**src/rtl/arith_pkg.sv**
```systemverilog
// rtl/arith_pkg.sv - opcodes and FSM state type shared by the sequential arithmetic unit
package arith_pkg;

    localparam logic [1:0] OP_ADD = 2'b00;
    localparam logic [1:0] OP_SUB = 2'b01;
    localparam logic [1:0] OP_MUL = 2'b10;
    localparam logic [1:0] OP_DIV = 2'b11;

    typedef enum logic [1:0] {
        IDLE = 2'b00,
        DIV  = 2'b01,
        DONE = 2'b10
    } state_t;

endpackage

```
**src/rtl/seq_divider.sv**
```systemverilog
// rtl/seq_divider.sv - iterative restoring divider, one quotient bit per cycle, MSB first
module seq_divider #(
    parameter int DATA_WIDTH = 16
) (
    input  logic                  clk,
    input  logic                  rst,
    input  logic                  start,
    input  logic [DATA_WIDTH-1:0] dividend,
    input  logic [DATA_WIDTH-1:0] divisor,
    output logic                  busy,
    output logic                  done,
    output logic [DATA_WIDTH-1:0] quotient,
    output logic [DATA_WIDTH-1:0] remainder
);

    localparam int CW = $clog2(DATA_WIDTH);
    localparam logic [CW-1:0] CNT_LAST = CW'(DATA_WIDTH - 1);
    localparam logic [CW-1:0] CNT_ONE  = CW'(1);

    logic [DATA_WIDTH-1:0] dvd_q, dvs_q, rem_q, quo_q;
    logic [CW-1:0]         cnt_q;
    logic                  busy_q;

    logic [DATA_WIDTH:0]   shifted;
    logic                  ge;
    logic [DATA_WIDTH-1:0] rem_next, quo_next;

    // The shifted remainder needs one extra bit; the difference fits in DATA_WIDTH
    // bits whenever it is actually taken, so modular subtraction is enough.
    always_comb begin
        shifted  = {rem_q, dvd_q[DATA_WIDTH-1]};
        ge       = (shifted >= {1'b0, dvs_q});
        rem_next = ge ? (shifted[DATA_WIDTH-1:0] - dvs_q) : shifted[DATA_WIDTH-1:0];
        quo_next = {quo_q[DATA_WIDTH-2:0], ge};
    end

    // Results are presented on the final step so the owner can register them on that edge.
    assign busy      = busy_q;
    assign done      = busy_q && (cnt_q == '0);
    assign quotient  = quo_next;
    assign remainder = rem_next;

    always_ff @(posedge clk) begin
        if (rst) begin
            dvd_q  <= '0;
            dvs_q  <= '0;
            rem_q  <= '0;
            quo_q  <= '0;
            cnt_q  <= '0;
            busy_q <= 1'b0;
        end else if (start) begin
            dvd_q  <= dividend;
            dvs_q  <= divisor;
            rem_q  <= '0;
            quo_q  <= '0;
            cnt_q  <= CNT_LAST;
            busy_q <= 1'b1;
        end else if (busy_q) begin
            dvd_q <= {dvd_q[DATA_WIDTH-2:0], 1'b0};
            rem_q <= rem_next;
            quo_q <= quo_next;
            cnt_q <= cnt_q - CNT_ONE;
            if (cnt_q == '0) begin
                busy_q <= 1'b0;
            end
        end
    end

endmodule

```
**src/rtl/seq_arith_unit.sv**
```systemverilog
// rtl/seq_arith_unit.sv - handshaked add/sub/mul/div unit with registered result and flags
module seq_arith_unit
    import arith_pkg::*;
#(
    parameter int DATA_WIDTH = 16
) (
    input  logic                  clk,
    input  logic                  rst,
    input  logic                  in_valid,
    output logic                  in_ready,
    input  logic [DATA_WIDTH-1:0] in1,
    input  logic [DATA_WIDTH-1:0] in2,
    input  logic [1:0]            arith_fun,
    output logic                  out_valid,
    input  logic                  out_ready,
    output logic [DATA_WIDTH-1:0] arith_out,
    output logic [DATA_WIDTH-1:0] arith_out_hi,
    output logic                  arith_cout,
    output logic                  arith_ovf,
    output logic                  arith_zero,
    output logic                  div_by_zero
);

    localparam int W = DATA_WIDTH;

    state_t state, state_next;

    logic         div_start, div_busy, div_done;
    logic [W-1:0] div_q, div_r;

    logic [W:0]     sum;
    logic [W-1:0]   diff;
    logic [2*W-1:0] prod;

    logic         load;
    logic [W-1:0] n_lo, n_hi;
    logic         n_cout, n_ovf, n_dbz;

    seq_divider #(.DATA_WIDTH(W)) u_div (
        .clk       (clk),
        .rst       (rst),
        .start     (div_start),
        .dividend  (in1),
        .divisor   (in2),
        .busy      (div_busy),
        .done      (div_done),
        .quotient  (div_q),
        .remainder (div_r)
    );

    assign in_ready  = (state == IDLE);
    assign out_valid = (state == DONE);

    always_comb begin
        sum  = {1'b0, in1} + {1'b0, in2};
        diff = in1 - in2;
        prod = {{W{1'b0}}, in1} * {{W{1'b0}}, in2};
    end

    always_ff @(posedge clk) begin
        if (rst) begin
            state <= IDLE;
        end else begin
            state <= state_next;
        end
    end

    always_comb begin
        state_next = state;
        div_start  = 1'b0;
        load       = 1'b0;
        n_lo       = '0;
        n_hi       = '0;
        n_cout     = 1'b0;
        n_ovf      = 1'b0;
        n_dbz      = 1'b0;
        unique case (state)
            IDLE: begin
                if (in_valid) begin
                    load       = 1'b1;
                    state_next = DONE;
                    unique case (arith_fun)
                        OP_ADD: begin
                            n_lo   = sum[W-1:0];
                            n_cout = sum[W];
                            n_ovf  = (in1[W-1] == in2[W-1]) && (sum[W-1] != in1[W-1]);
                        end
                        OP_SUB: begin
                            n_lo   = diff;
                            n_cout = (in1 < in2);
                            n_ovf  = (in1[W-1] != in2[W-1]) && (diff[W-1] != in1[W-1]);
                        end
                        OP_MUL: begin
                            n_lo  = prod[W-1:0];
                            n_hi  = prod[2*W-1:W];
                            n_ovf = |prod[2*W-1:W];
                        end
                        default: begin
                            if (in2 == '0) begin
                                n_lo  = '1;
                                n_hi  = in1;
                                n_dbz = 1'b1;
                            end else begin
                                load       = 1'b0;
                                div_start  = 1'b1;
                                state_next = DIV;
                            end
                        end
                    endcase
                end
            end
            DIV: begin
                // An idle divider here means the operation was lost; recover rather than hang.
                if (!div_busy) begin
                    state_next = IDLE;
                end else if (div_done) begin
                    load       = 1'b1;
                    n_lo       = div_q;
                    n_hi       = div_r;
                    state_next = DONE;
                end
            end
            DONE: begin
                if (out_ready) begin
                    state_next = IDLE;
                end
            end
            default: state_next = IDLE;
        endcase
    end

    always_ff @(posedge clk) begin
        if (rst) begin
            arith_out    <= '0;
            arith_out_hi <= '0;
            arith_cout   <= 1'b0;
            arith_ovf    <= 1'b0;
            arith_zero   <= 1'b0;
            div_by_zero  <= 1'b0;
        end else if (load) begin
            arith_out    <= n_lo;
            arith_out_hi <= n_hi;
            arith_cout   <= n_cout;
            arith_ovf    <= n_ovf;
            arith_zero   <= (n_lo == '0);
            div_by_zero  <= n_dbz;
        end
    end

endmodule

```
**config.mk**
```make
export PLATFORM = sky130hd
export DESIGN_NAME = seq_arith_unit
export DESIGN_NICKNAME = d
export VERILOG_FILES = /design/src/rtl/arith_pkg.sv /design/src/rtl/seq_divider.sv /design/src/rtl/seq_arith_unit.sv
export SDC_FILE = /design/constraint.sdc
export NUM_CORES = 1
export LEC_CHECK = 0
export CORE_MARGIN = 1
export CORE_UTILIZATION = 60
export CTS_CLUSTER_DIAMETER = 100
export CTS_CLUSTER_SIZE = 28
export DETAILED_ROUTE_END_ITERATION = 7
export GPL_ROUTABILITY_DRIVEN = 0
export PLACE_DENSITY_LB_ADDON = 0.1
export SETUP_SLACK_MARGIN = 0.02
export SYNTH_ARGS = -nofsm -noshare
export SYNTH_HDL_FRONTEND = slang
export SYNTH_HIERARCHICAL = 1
export SYNTH_SLANG_ARGS = --single-unit
```
**constraint.sdc**
```tcl
create_clock -name clk -period 11.51 [get_ports clk]
set_input_delay 3.453 -clock clk [delete_from_list [all_inputs] [get_ports clk]]
set_output_delay 3.453 -clock clk [all_outputs]
set_load 0.1 [all_outputs]
```
-- Word level (Yosys, flattened, before mapping)
Index checks and enable logic that the tools add are counted.
- flip-flop bits (word level): 106
- bits of input ports: 38
- output and inout port bits: 38
- word-level logic and storage cells: 91
- add/subtract/negate cells: 4
- multipliers: 1
- $lt $le $gt $ge: 2
- eq/ne operators: 11
- mux-type cells: 46
- reduce and logical (&&, ||, !) cells: 14
- operator list (cell ; count):
    $mux W16 ; 11
    $pmux W16 S2 ; 3
    $pmux W16 S3 ; 1
    $logic_not A16 Y1 ; 2
    $mul A16 B16 Y32 ; 1
    $sub A16 B16 Y16 ; 2
    $mux W1 ; 19
    $add A16 B16 Y17 ; 1
    $ge A17 B16 Y1 ; 1
    $lt A16 B16 Y1 ; 1
    $reduce_or A16 Y1 ; 1
    $mux W2 ; 6
    $mux W4 ; 2
    $pmux W2 S3 ; 1
    $eq A2 B1 Y1 const B ; 2
    $eq A2 B2 Y1 const B ; 2
    $logic_not A2 Y1 ; 2
    $logic_not A4 Y1 ; 1
    $pmux W1 S2 ; 2
    $reduce_or A2 Y1 ; 2
    $sub A4 B1 Y4 const B ; 1
    $logic_and A1 B1 Y1 ; 3
    $ne A1 B1 Y1 ; 3
    $ne A3 B3 Y1 const B ; 1
    7 further kinds ; 7

-- Longest topological paths before layout
Gate-level depths: netlist (run 1).
- depth after elaboration: 6
- mapped depth: 26

-- Cells and area by module
The synthesis (run 1) kept the hierarchy.
- by module, submodules not included (module ; times used ; cells each ; area each (um^2) ; sequential area each (um^2)):
    seq_arith_unit ; 1 ; 1521 ; 12384.4 ; 760.7
    seq_divider ; 1 ; 448 ; 3764.9 ; 1361.3

-- Least setup slack after synthesis (run 1)
No wires, ideal clock.
- path type: input to register
- from: input port in1[15]
- to: register arith_ovf
- library setup time: 0.130 ns
- arrival time: 9.252 ns
- data required time: 11.380 ns
- slack: 2.128 ns
- stages on the path: 24
- buffers on the path: 3
- cells stage by stage: clkbuf_1 > clkbuf_1 > nand2_1 > fa_1 > fa_1 > inv_1 > fa_1 > fa_1 > fa_1 > inv_1 > fa_1 > inv_1 > ha_1 > clkbuf_1 > nand4_1 > nor2_2 > a2bb2oi_1 > nand3b_2 > o211a_1 > o31a_1 > o41ai_2 > xnor2_1 > nor4_1 > o22ai_1
- word-level cells in the longest chain between the ends: 6
- elaborated cells between the ends (all ways): 13
- classes of those cells: add/sub (2); mul (1); eq/ne (4); mux (3); reduce/logical (3)
- ends and longest elaborated chain (what ; RTL line ; text):
    from (decl) ; seq_arith_unit.sv:11 ; input logic [DATA_WIDTH-1:0] in1,
    parallel branches: the longest is 3 deep, another holds $mul A16 B16 Y32 ; n/a ;
    $pmux W1 S3 * ; seq_arith_unit.sv:82 ; unique case (arith_fun)
    $mux W1 * ; seq_arith_unit.sv:79 ; if (in_valid) begin
    $mux W1 * ; seq_arith_unit.sv:77 ; unique case (state)
    to (signal assigned) ; seq_arith_unit.sv:144 ; arith_ovf <= n_ovf;
    to (decl) ; seq_arith_unit.sv:19 ; output logic arith_ovf,
Mark *: on every way between the ends.
A chain may end at the register's enable or synchronous reset.

-- Final worst setup path (run 1)
- from: input port in1[7]
- to: register arith_ovf
Same word-level chain as after synthesis.

==> results of run 1 <==
==> power breakdown <==
group          leakage, nW  switching [mW]  internal (mW)
clock network        0.146           0.157          0.155
registers            0.863          0.0247          0.398
logic                 7.17            2.93           1.76
==> placed cells by master, fill, tap and decap left out, drive strengths merged, types with 52 or more instances in the layout <==
master,instances
dfxtp,106
inv,286
and2,109
a21oi,107
buf,52
nor2,196
ha,153
fa,197
clkdlybuf4s50,74
nand2,213
==> flip-flops by register name (all words and copies together) (netlist names), 2 cells and up <==
name and cells:
arith_out 16, arith_out_hi 16, state 2, u_div/cnt_q 4, u_div/dvd_q 16, u_div/dvs_q 16, u_div/quo_q 15, u_div/rem_q 16
==> worst max-delay path by stage <==
stage,slack (ns),to,start
4_1_cts,1.24,arith_ovf,in1[7]
2_1_floorplan,2.13,arith_ovf,in1[15]
3_3_place_gp,0.99,arith_ovf,in1[7]
5_1_grt,0.81,arith_ovf,in2[9]
6_report,1.12,arith_ovf,in1[7]
3_5_place_dp,0.87,arith_ovf,in1[7]
==> critical path, cell delays in order <==
cell and delay [ns]:
sky130_fd_sc_hd__clkdlybuf4s50_1 0.99, sky130_fd_sc_hd__ha_1 0.29, sky130_fd_sc_hd__inv_1 0.12, sky130_fd_sc_hd__fa_1 0.58, sky130_fd_sc_hd__fa_1 0.46, sky130_fd_sc_hd__fa_1 0.44, sky130_fd_sc_hd__inv_1 0.09, sky130_fd_sc_hd__fa_1 0.45
sky130_fd_sc_hd__fa_1 0.55, sky130_fd_sc_hd__inv_1 0.06, sky130_fd_sc_hd__fa_1 0.54, sky130_fd_sc_hd__inv_1 0.04, sky130_fd_sc_hd__ha_1 0.36, sky130_fd_sc_hd__a21o_1 0.20, sky130_fd_sc_hd__o21bai_1 0.17, sky130_fd_sc_hd__a221oi_1 0.36
sky130_fd_sc_hd__o21ai_1 0.14, sky130_fd_sc_hd__xnor2_1 0.30, sky130_fd_sc_hd__nand4_1 0.14, sky130_fd_sc_hd__nor4_1 0.31, sky130_fd_sc_hd__nand4b_1 0.16, sky130_fd_sc_hd__nor4_1 0.28, sky130_fd_sc_hd__o22ai_1 0.11
==> area by class of cell <==
class,count,area (um2),area share [%]
multi-input cells,1484,12570,71.36
flip-flops and latches,106,2123,12.05
repair buffers,126,1129,6.407
inverters,284,1069,6.066
well taps,335,419.2,2.380
clock buffers,9,225.2,1.279
clock inverters,7,80.08,0.4546
==> cell families after synthesis <==
family / synth area share, %
flip-flops: 13.14
buffers and inverters: 9.104
AND/OR/NAND/NOR: 20.11
adder cells (fa/ha/maj): 36.27
XOR/XNOR: 2.441
AO/OA/AOI/OAI: 14.87
multiplexers: 4.068
==> metal layers <==
layer / vias to the layer above / GRT usage (%) / part of all wire [%]
met2: 658 / 58.34 / 45
met1: 6978 / 48.50 / 41
met5: - / 0 / 0
met3: 140 / 5.958 / 8.7
met4: 0 / 15.24 / 4.3
li1: 6588 / - / -
==> metrics by stage <==
stage          instances  cell area [um2]  worst slack, ns  total power [mW]  utilization [%]
3_5_place_dp        2335            17310           0.8745             4.950            66.05
3_3_place_gp        2335            17310           0.9926             4.883            66.05
2_1_floorplan       1969            16150            2.128             3.830                -
6_report            2351            17610            1.117             5.428            67.21
4_1_cts             2351            17610            1.243             5.314            67.21
5_1_grt             2351            17610           0.8128             5.916            67.21
==> impl_metrics.py, run 1 <==
metrics = {
    "status": {
        "result_of_the_run": "finished with violations",
        "violations": "DRC",
    },
    "min_path": {
        "hold_class": "reg2reg",
        "min_path_cells": 2,
        "hold_path.startpoint": "arith_out[0]",
        "hold_end": "arith_out[0]",
    },
    "setup_path": {
        "critPathArrivalTime_ns": 10.62,
        "r2r-end": "arith_zero",
        "cp_max_fo": 14,
        "rr_startpoint": "u_div/busy",
        "data_required_time_of_the_worst_path_ns": 11.74,
        "worst-r2r-cell-count": 11,
        "worst_setup_path_end_kind": "register",
        "reg2reg_setup_slack_ns": 7.25,
        "worst-setup-path-type": "in2reg",
        "worst_setup_path_start_kind": "input pin",
    },
    "clocking": {
        "cts_num_sinks": 106,
        "tritoncts": "built",
        "cts_inserted_buffers": 9,
        "ctsHtreeMaxLevel": 3,
        "number_of_buffers_on_the_longest_clock_path": 2,
        "clk_latency_ns": 0.36,
        "ctsResizeCount": 0,
        "root_buffer": "sky130_fd_sc_hd__clkbuf_16",
        "cts-hold-fix-buffers": 0,
        "post-cts-setup-buffer-count": 0,
        "clk_pin_slew_worst_paths_ns": 0.08,
    },
    "drt": {
        "routed_wire_length_per_instance_um": 20.67,
        "wirelength_um": 48590,
        "vias": 14360,
        "post-route-drc-count": 1,
        "ant_nets": 0,
        "drt_iter0_markers": 1357,
        "drt_pre_antenna_iters": 8,
        "avgViaCountPerCell": 6.110,
    },
    "yosys": {
        "postSynthCellCount": 1969,
        "synthDominantAreaCellType": "sky130_fd_sc_hd__fa_1",
        "async_reset_ff_share_pct": 0,
        "syn_nets": 2357,
        "synth_most_common_cell": "sky130_fd_sc_hd__inv_1",
        "synth_enable_flop_cells": 0,
        "synth.cells.most_frequent": "sky130_fd_sc_hd__inv_1, sky130_fd_sc_hd__nand2_1, sky130_fd_sc_hd__fa_1, sky130_fd_sc_hd__nor2_1, sky130_fd_sc_hd__ha_1",
        "synth-seq-area-share_pct": 13.14,
        "netlist.area_leader.share_pct": 24.42,
        "synth_top_cells_by_area": "sky130_fd_sc_hd__fa_1, sky130_fd_sc_hd__dfxtp_1, sky130_fd_sc_hd__ha_1",
        "synth.cell_area_um2": 16150,
        "post_synth.cell_area_avg_um2": 8.202,
        "synth_cell_types": 95,
        "postSynth.topFlopCell": "sky130_fd_sc_hd__dfxtp_1",
        "synth_warnings": 6,
        "synth-seq-cells": 106,
    },
    "timing": {
        "finalHoldViolCount": 0,
        "finalSetupViolCount": 0,
        "period_needed_ns": 10.39,
        "totalNegativeSetupSlack_ns": 0,
        "grt_setup_unrepaired": "false",
        "timing.max_slew.rel_slack_pct": 34.43,
        "worstMarginPinSlew_ns": 0.9804,
        "slew_violations": 0,
        "worst_hold_slack_ns": 0.4601,
        "fmaxAchievable_mhz": 96.22,
        "clock_skew_ns": 0.01511,
        "final_min_period_over_clock_period_pct": 90.30,
    },
    "floorplan": {
        "rows": 59,
        "die_area_um2": 27580,
        "die_height_um": 166.1,
        "initial_core_utilization_pct": 61.62,
        "boundaryPins": 76,
        "fp.dieW_um": 166.1,
        "coreArea_um2": 26210,
    },
    "placed_design": {
        "buffer_ports.inserted": 75,
        "hpwl_dp_um": 38850,
    },
    "global_route": {
        "grt.total_usage_pct": 36.24,
        "vias_in_the_first_global_route": 14450,
        "grt_pass1_wl_um": 78440,
        "overflow": 0,
        "number_of_antenna_violations_at_the_first_check_in_global_routing": 1,
        "grt_max_degree": 58,
    },
    "power": {
        "power.static_leakage_nw": 8.174,
        "maximum_vdd_drop_mv": 0.3699,
        "cellPowerDensity_nw_per_um2": 308.2,
    },
    "finish": {
        "fillerInstances": 2179,
        "flow.area_growth_from_synthesis_pct": 9.073,
        "finalNetCount": 2399,
        "antenna-diode-count": 0,
        "drive_gt1_share_pct": 5.655,
    },
    "flow_run": {
        "drv.max_cap_violation_count": 0,
    },
}
No activity file was read; power rests on OpenSTA's default activity.
==> inputs of run 2 (changes only) <==
--- a/config.mk
+++ b/config.mk
@@ -6,7 +6,8 @@
 export NUM_CORES = 1
 export LEC_CHECK = 0
 export CORE_MARGIN = 1
-export CORE_UTILIZATION = 60
+export CORE_UTILIZATION = 50
+export CTS_BUF_LIST = sky130_fd_sc_hd__clkbuf_2 sky130_fd_sc_hd__clkbuf_4 sky130_fd_sc_hd__clkbuf_8
 export CTS_CLUSTER_DIAMETER = 100
 export CTS_CLUSTER_SIZE = 28
 export DETAILED_ROUTE_END_ITERATION = 7
==> run 2 against run 1 <==
The run now ends clean; count of clock-buffer cells in the layout unchanged; core utilization down 12 points; first-iteration DRC count down 30%; register-to-register slack better by 0.44 ns; worst setup slack worse by 0.026 ns; clock power down 23%; sequential power about the same; maximum frequency down 0.25%; sequential cell count unchanged; largest cell class unchanged.
==> impl_metrics.py, run 2 (synthesis gave the netlist of run 1 again) <==
metrics = {
    "status": {
        "result_of_the_run": "completed",
    },
    "setup_path": {
        "critical-path-max-stage-delay_ns": 0.90,
        "timing.critical_path.to": "arith_ovf",
        "reg2reg_setup_slack_ns": 7.69,
        "cp.buffers_inverters": 3,
        "worst-r2r-cell-count": 13,
        "critPathSlowestCell": "sky130_fd_sc_hd__clkdlybuf4s50_1",
        "r2r-end": "arith_out_hi[14]",
        "crit_chain": "clkdlybuf4s50_1 > ha_1 > inv_1 > fa_1 > fa_1 > fa_1 > fa_1 > fa_1 > fa_1 > inv_1 > ha_1 > a21o_1 > a31oi_1 > a2bb2oi_1 > nand3b_2 > o211a_1 > o31a_1 > o41ai_2 > xnor2_1 > nor4_1 > o22ai_1",
        "rr_startpoint": "u_div/dvs_q[1]",
        "cp_max_fo": 14,
        "critical-path-top-cell-by-count": "sky130_fd_sc_hd__fa_1",
        "setup.worst_path.start": "in1[7]",
        "worst_setup_path_end_kind": "register",
        "worst_path_dominant_cell_family": "adder cells",
        "critPathArrivalTime_ns": 10.70,
        "worst_setup_path_start_kind": "input pin",
        "crit_cells": 21,
        "worst-setup-path-type": "in2reg",
        "data_required_time_of_the_worst_path_ns": 11.79,
    },
    "finish": {
        "antenna-diode-count": 0,
        "layout_commonest_cell": "sky130_fd_sc_hd__inv_1",
        "drive_gt1_share_pct": 5.326,
        "finalNetCount": 2392,
        "postLayoutCoreUtil_pct": 55.42,
        "flow.area_growth_from_synthesis_pct": 8.577,
        "most-common-layout-cells": "sky130_fd_sc_hd__inv_1, sky130_fd_sc_hd__nand2_1, sky130_fd_sc_hd__fa_1",
    },
    "power": {
        "p_sw_share_pct": 57.83,
        "seq_power_share_pct": 8.0,
        "cellPowerDensity_nw_per_um2": 301.5,
        "maximum_vdd_drop_mv": 0.3177,
        "internal_power_mw": 2.229,
        "pwr-share-comb_pct": 87.5,
        "net_switching_mw": 3.057,
        "clockPowerShare_pct": 4.6,
        "power.static_leakage_nw": 8.095,
    },
    "floorplan": {
        "initial_core_utilization_pct": 51.05,
        "die_height_um": 181.7,
        "rows": 65,
        "coreArea_um2": 31640,
        "fp.dieW_um": 181.7,
        "boundaryPins": 76,
        "die_area_um2": 33020,
    },
    "global_route": {
        "number_of_antenna_violations_at_the_first_check_in_global_routing": 0,
        "grtUsageMet2_pct": 51.09,
        "grt.total_usage_pct": 31.40,
        "grt_max_degree": 80,
        "overflow": 0,
        "vias_in_the_first_global_route": 14370,
        "global_route.peak_usage_layer": "met2",
        "groute.layer.met1.usage_pct": 41.57,
        "gr-usage-met3_pct": 5.435,
        "grt_pass1_wl_um": 79850,
    },
    "timing": {
        "finalSetupViolCount": 0,
        "slew_violations": 0,
        "totalNegativeSetupSlack_ns": 0,
        "final_min_period_over_clock_period_pct": 90.52,
        "grt_setup_unrepaired": "false",
        "worstMarginPinSlew_ns": 0.9820,
        "timing.max_slew.rel_slack_pct": 34.33,
        "fmaxAchievable_mhz": 95.98,
        "layout_setup_ws_ns": 1.091,
        "clock_skew_ns": 0.01431,
        "period_needed_ns": 10.42,
        "finalHoldViolCount": 0,
    },
    "clocking": {
        "number_of_buffers_on_the_longest_clock_path": 2,
        "clk_pin_slew_worst_paths_ns": 0.12,
        "cts-hold-fix-buffers": 0,
        "tritoncts": "built",
        "clk_latency_ns": 0.41,
        "post-cts-setup-buffer-count": 0,
        "ctsResizeCount": 0,
        "root_buffer": "sky130_fd_sc_hd__clkbuf_8",
        "cts_num_sinks": 106,
        "ctsHtreeMaxLevel": 3,
        "cts_inserted_buffers": 9,
    },
    "drt": {
        "drt_iter0_markers": 953,
        "avgViaCountPerCell": 5.866,
        "routed_wire_length_per_instance_um": 20.71,
        "post-route-drc-count": 0,
        "ant_nets": 0,
        "drt_pre_antenna_iters": 5,
        "vias": 14140,
        "wirelength_um": 49940,
    },
    "placed_design": {
        "dp_worst_setup_slack_ns": 0.7040,
        "hpwl_dp_um": 39840,
        "buffer_ports.inserted": 75,
    },
    "min_path": {
        "min_path_cells": 2,
        "hold_class": "reg2reg",
    },
    "flow_run": {
        "drv.max_cap_violation_count": 0,
    },
}
==> run 2: area by class of cell <==
type	instances	area, um2
Multi-Input combinational cell	1484	12570
Clock buffer	9	123.9
Sequential cell	106	2123
Fill cell	3004	14100
Tap cell	402	503.0
Timing Repair Buffer	119	1076
Clock inverter	7	70.07
Inverter	284	1069
==> run 2: power groups by stage <==
stage	Clock (mW)	Combinational, mW	Sequential (mW)
final	0.241	4.62	0.422
after global routing	0.258	5.15	0.425
after CTS	0.245	4.55	0.421
after detailed placement	0	4.50	0.429
after global placement	0	4.49	0.429
after floorplan	0	3.24	0.585
==> run 2: stage by stage <==
step	total power, mW	hold slack (ns)	cells	instance area (um2)
2_1_floorplan	3.830	0.4554	1969	16150
3_5_place_dp	4.932	0.4494	2395	17340
3_3_place_gp	4.923	0.4465	2395	17340
5_1_grt	5.830	0.4984	2411	17530
4_1_cts	5.219	0.4667	2411	17530
6_report	5.286	0.4642	2411	17530
==> run 2: worst min-delay path: stages (launching register included) <==
cell	delay, ns
sky130_fd_sc_hd__dfxtp_1	0.33
sky130_fd_sc_hd__nand2_1	0.05
sky130_fd_sc_hd__a21oi_1	0.05
==> run 2: layer usage <==
metal / vias to the layer above / routed length (um)
met5: - / 0
met4: 0 / 1880
met3: 97 / 3946
li1: 6556 / -
met2: 530 / 22840
met1: 6959 / 21270
==> run 2: worst min-delay path by stage <==
stage	from	end	slack [ns]
3_3_place_gp	arith_out[1]	arith_out[1]	0.45
3_5_place_dp	arith_out[3]	arith_out[3]	0.45
2_1_floorplan	u_div/rem_q[12]	u_div/rem_q[12]	0.46
4_1_cts	arith_out[3]	arith_out[3]	0.47
6_report	arith_out[1]	arith_out[1]	0.46
5_1_grt	arith_out[0]	arith_out[0]	0.50
